===== src/rtl/mem_bus_arbiter.sv =====
// mem_bus_arbiter
//
// Shares the core's single SRAM-like memory port between the instruction
// fetch side (IF) and the data side (MEM stage), one transaction outstanding
// at a time. Produces stall requests for the pipeline controller and quietly
// discards fetch responses that belong to a flushed instruction stream.
//
// Ports:
//   clk, rst                    core clock, synchronous active-high reset
//   flush                       pipeline flush (exception / eret)
//   inst_req/inst_addr          fetch request, held until inst_addr_ok
//   inst_addr_ok/data_ok/rdata  fetch handshakes and read data
//   data_req/wr/size/wstrb/addr/wdata   load/store request, held until data_addr_ok
//   data_addr_ok/data_ok/rdata  load/store handshakes and load data
//   bus_*                       request side of the shared memory port
//   bus_addr_ok/data_ok/rdata   response side of the shared memory port
//   stallreq_from_ic/dc         fetch / data side is waiting on memory
//
// Build option:
//   MEM_ARB_RR_EN  when defined, simultaneous requests alternate between the
//                  two sides; otherwise the data side always wins.

module mem_bus_arbiter (
  input  logic        clk,
  input  logic        rst,
  input  logic        flush,
  input  logic        inst_req,
  input  logic [31:0] inst_addr,
  output logic        inst_addr_ok,
  output logic        inst_data_ok,
  output logic [31:0] inst_rdata,
  input  logic        data_req,
  input  logic        data_wr,
  input  logic [1:0]  data_size,
  input  logic [3:0]  data_wstrb,
  input  logic [31:0] data_addr,
  input  logic [31:0] data_wdata,
  output logic        data_addr_ok,
  output logic        data_data_ok,
  output logic [31:0] data_rdata,
  output logic        bus_req,
  output logic        bus_wr,
  output logic [1:0]  bus_size,
  output logic [3:0]  bus_wstrb,
  output logic [31:0] bus_addr,
  output logic [31:0] bus_wdata,
  input  logic        bus_addr_ok,
  input  logic        bus_data_ok,
  input  logic [31:0] bus_rdata,
  output logic        stallreq_from_ic,
  output logic        stallreq_from_dc
);

  typedef enum logic [2:0] {
    IDLE   = 3'd0,
    I_ADDR = 3'd1,
    I_DATA = 3'd2,
    D_ADDR = 3'd3,
    D_DATA = 3'd4
  } state_t;

  state_t state_q, state_d;
  logic   drop_q, drop_d;
  logic   grant_data;

`ifdef MEM_ARB_RR_EN
  // last_q = 1 means the data side received the most recent grant
  logic last_q, last_d;

  // On a tie the side that did not win last time gets the port
  assign grant_data = data_req & (~inst_req | ~last_q);
`else
  assign grant_data = data_req;
`endif

  // Next-state logic. A flush before the fetch address is accepted simply
  // withdraws the request; once the bridge owns the address the transaction
  // must run to completion, so the response is marked for discard instead.
  always_comb begin
    state_d = state_q;
    drop_d  = drop_q;
`ifdef MEM_ARB_RR_EN
    last_d  = last_q;
`endif
    case (state_q)
      IDLE: begin
        if (data_req | inst_req) begin
          state_d = grant_data ? D_ADDR : I_ADDR;
`ifdef MEM_ARB_RR_EN
          last_d  = grant_data;
`endif
        end
      end
      I_ADDR: begin
        if (bus_addr_ok) begin
          state_d = I_DATA;
          if (flush) drop_d = 1'b1;
        end else if (flush) begin
          state_d = IDLE;
        end
      end
      I_DATA: begin
        if (bus_data_ok) begin
          state_d = IDLE;
          drop_d  = 1'b0;
        end else if (flush) begin
          drop_d = 1'b1;
        end
      end
      D_ADDR: begin
        if (bus_addr_ok) state_d = D_DATA;
      end
      D_DATA: begin
        if (bus_data_ok) state_d = IDLE;
      end
      default: state_d = IDLE;
    endcase
  end

  always_ff @(posedge clk) begin
    if (rst) begin
      state_q <= IDLE;
      drop_q  <= 1'b0;
`ifdef MEM_ARB_RR_EN
      last_q  <= 1'b0;
`endif
    end else begin
      state_q <= state_d;
      drop_q  <= drop_d;
`ifdef MEM_ARB_RR_EN
      last_q  <= last_d;
`endif
    end
  end

  // Request fields are only meaningful while bus_req is high; they are held
  // at zero otherwise so the bridge sees quiet lines between transactions.
  always_comb begin
    bus_req   = 1'b0;
    bus_wr    = 1'b0;
    bus_size  = 2'd0;
    bus_wstrb = 4'd0;
    bus_addr  = 32'd0;
    bus_wdata = 32'd0;
    case (state_q)
      I_ADDR: begin
        bus_req  = 1'b1;
        bus_size = 2'd2;
        bus_addr = inst_addr;
      end
      D_ADDR: begin
        bus_req   = 1'b1;
        bus_wr    = data_wr;
        bus_size  = data_size;
        bus_wstrb = data_wstrb;
        bus_addr  = data_addr;
        bus_wdata = data_wdata;
      end
      default: ;
    endcase
  end

  // A flush arriving together with the fetch data also kills that data
  assign inst_addr_ok = (state_q == I_ADDR) & bus_addr_ok;
  assign inst_data_ok = (state_q == I_DATA) & bus_data_ok & ~drop_q & ~flush;
  assign data_addr_ok = (state_q == D_ADDR) & bus_addr_ok;
  assign data_data_ok = (state_q == D_DATA) & bus_data_ok;

  assign inst_rdata = bus_rdata;
  assign data_rdata = bus_rdata;

  assign stallreq_from_ic = (inst_req & ~inst_addr_ok) |
                            ((state_q == I_DATA) & ~drop_q & ~inst_data_ok);
  assign stallreq_from_dc = (data_req & ~data_addr_ok) |
                            ((state_q == D_DATA) & ~data_data_ok);

endmodule


===== config.mk =====
export PLATFORM = sky130hd
export DESIGN_NAME = mem_bus_arbiter
export DESIGN_NICKNAME = d
export VERILOG_FILES = /design/src/rtl/mem_bus_arbiter.sv
export SDC_FILE = /design/constraint.sdc
export NUM_CORES = 1
export LEC_CHECK = 0
export ABC_AREA = 1
export CORE_AREA = 2 2 109 111
export DETAILED_ROUTE_END_ITERATION = 6
export DIE_AREA = 0 0 111 113
export GPL_ROUTABILITY_DRIVEN = 0
export SYNTH_ARGS = -nofsm -noshare
export SYNTH_HDL_FRONTEND = slang
export SYNTH_SLANG_ARGS = --single-unit

===== constraint.sdc =====
create_clock -name clk -period 3.2 [get_ports clk]
set_input_delay 0.8 -clock clk [delete_from_list [all_inputs] [get_ports clk]]
set_output_delay 0.8 -clock clk [all_outputs]
set_load 0.02 [all_outputs]

==> impl_summary.txt <==
----------------------------------------------------
[Status]
  Status ... completed

[Min path]
  Hold/Removal Path Class ... flip-flop to flip-flop

[Layout]
  Inserted Diodes ... 0
  Area growth from synthesis to layout ... 102%
  Final Instance Count excl. Fillers ... 501
  Post-route cell area ... 3090 um2
  Final Net Count ... 502
  Most common cell after layout, fill and taps aside ... clkdlybuf4s50_1
  Fillcell total ... 1203
  Storage element area ... 80.1 um2
  Most used cells in the layout excluding fill and tap cells ... clkdlybuf4s50_1 (187), inv_1 (52), nor2_1 (43)
  End-of-flow core utilization ... 27.4%
  Layout cells sized above 1 ... 3.91%
  Footprint of the multi-input gates ... 663 um2

[Floorplanning]
  Initial standard-cell utilization of the core ... 13.6%
  Standard-cell rows ... 39
  Horizontal die dimension ... 111 um
  Standard cell core area ... 11300 um2
  I/O pin cnt ... 284
  Total die area ... 12500 um2
  Vert. Die Dim ... 113 um

[Global route]
  Leftover overflow at the end of global routing ... 0
  Number of antenna violations at the first check in global routing ... 0
  GRT Total Usage ... 8.56%
  Vias in the first global route ... 1902
  Maximum number of pins on one net before global-route repair ... 39
  Global-route wire length before repair ... 9.05 mm

[Setup path]
  Required time of the critical path ... 2.40 ns
  Worst Path Class, Setup ... primary input to output pin
  CP Launch Type ... primary input
  Maximum fanout count along the critical path ... 2
  Worst setup EP type ... output pin
  Critical Path AT ... 2.28 ns

[Placement]
  Dpl hpwl ... 5.03 mm
  # port buffers ... 187
  Placed cell areas ... 3020 um2
  DP Cell Count ... 498

[Synth]
  Post-synthesis sequential element count ... 4
  Count of warnings emitted by yosys ... 0
  Post-synthesis cell area ... 1530 um2
  Synthesized area per cell ... 6.31 um2
  Sequential area share after synthesis ... 5.22%
  Unique cell type count in the Yosys netlist ... 25
  Total nets after synthesis ... 385
  Number of standard cells after synthesis ... 243

[Timing]
  Setup-failing EPs final ... 0
  Sum of negative setup slack ... 0 ns
  Maximum operating frequency ... 325 MHz
  Max-slew violation count ... 0
  Worst clock skew ... 0.00158 ns
  Fin crit period ... 3.08 ns
  Measured slew at the worst slew-check pin ... 0.558 ns
  Ratio of final minimum period to clock period ... 96.2%
  Max transition margin ... 62.7%
  Setup repair after global routing missed its margin ... false
  Fin. Hold Viols ... 0

[Routing]
  Detailed router's first-iteration violation count ... 63
  Remaining design rule violation count ... 0
  Number of routed nets with antenna violations ... 0
  Via density per instance ... 3.83
  Routed wirelength normalized by instance count ... 12.0 um
  Routed wire length ... 6.02 mm
  Vias after detailed routing ... 1918
  Detailed Routing Iterations Pass 1 ... 4

[Power and ir drop]
  Worst voltage drop across the vdd grid ... 0.346 mV
  Power Total ... 1.56 mW
  Areal power density over the cells ... 504 nW/um2
  Leakage power ... 1.29 nW

[Clock network]
  Number of buffers added for setup after CTS ... 0
  Num CTS Buffers ... 3
  Clk root buf ... clkbuf_16
  CTS tree ... built
  # H-tree levels ... 1
  Clock-pin transition on the worst setup and hold timing paths ... 0.03 ns
  CTS max path bufs ... 2
  Hold-fix buffers, CTS ... 0
  Number of resized instances in the post-cts repair step ... 0
  Clock Sinks ... 4
  Skew-Pair Late Insertion Delay ... 0.23 ns

[Job]
  Total of max-cap violations ... 0

----------------------------------------------------
cell type report:
class	instances	area share (%)
flip-flops and latches	4	2.59
well taps	143	5.79
repair buffers	190	61.3
clock buffers	3	2.43
inverters	53	6.44
multi-input cells	108	21.5
cell usage after synthesis (all sizes together):
master | n | share of area [%]
a21oi | 3 | 1.2
a31oi | 1 | 0.41
a32o | 32 | 21
buf | 74 | 37
clkbuf | 4 | 1.6
dfxtp | 4 | 5.2
inv | 53 | 13
nand2 | 15 | 3.8
nand3 | 7 | 3.4
nor2 | 45 | 12
o21ai | 3 | 0.98
o22ai | 1 | 0.41
or2 | 1 | 0.41
worst max-delay path, stage by stage:
cell,delay (ns)
clkdlybuf4s50_1,0.43
or2_2,0.29
nor2_1,0.14
clkdlybuf4s50_1,0.62
cells by family (layout without fill, tap and decap cells):
group	after synthesis	after routing	share of synthesized area [%]
AND/OR/NAND/NOR	68	68	19.3
flip-flops	4	4	5.22
AO/OA/AOI/OAI	40	40	23.9
buffers and inverters	131	246	51.5
routing by layer:
layer  vias up  share of wire (%)  global-route usage (%)
met5         -                  0                       0
met4         0                2.2                    3.25
met3        23                 11                    3.21
met2       119                 50                    15.4
met1       834                 36                    9.17
li1        942                  -                       -
final timing paths:
check,start,endpoint,slack (ns),depth (start not counted)
worst max-delay path,flush,inst_data_ok,0.12,4
worst min-delay path,drop_q$_SDFFE_PP0P_,drop_q$_SDFFE_PP0P_,0.48,2
worst max register to register,state_q[0]$_SDFFE_PP0P_,state_q[1]$_SDFFE_PP0P_,1.72,8
worst min register to register,drop_q$_SDFFE_PP0P_,drop_q$_SDFFE_PP0P_,0.48,2
sequential cells by signal, indices dropped and copies added, names as in the netlist:
signal,cells
drop_q,1
state_q,3
metrics by stage:
stage                     setup WS [ns]  hold WS [ns]
after detailed placement          0.124         0.476
after global routing             0.0559         0.503
after CTS                         0.113         0.482
after global placement            0.137         0.480
after floorplan                   0.734         0.446
final                             0.121         0.482
where the power goes:
group          switching (mW)  leakage (nW)  internal [mW]
clock                  0.0380        0.0370          0.160
sequential             0.0214        0.0329         0.0650
combinational           0.655          1.22          0.618
total                   0.714          1.29          0.843
No activity file was read; power rests on OpenSTA's default activity.
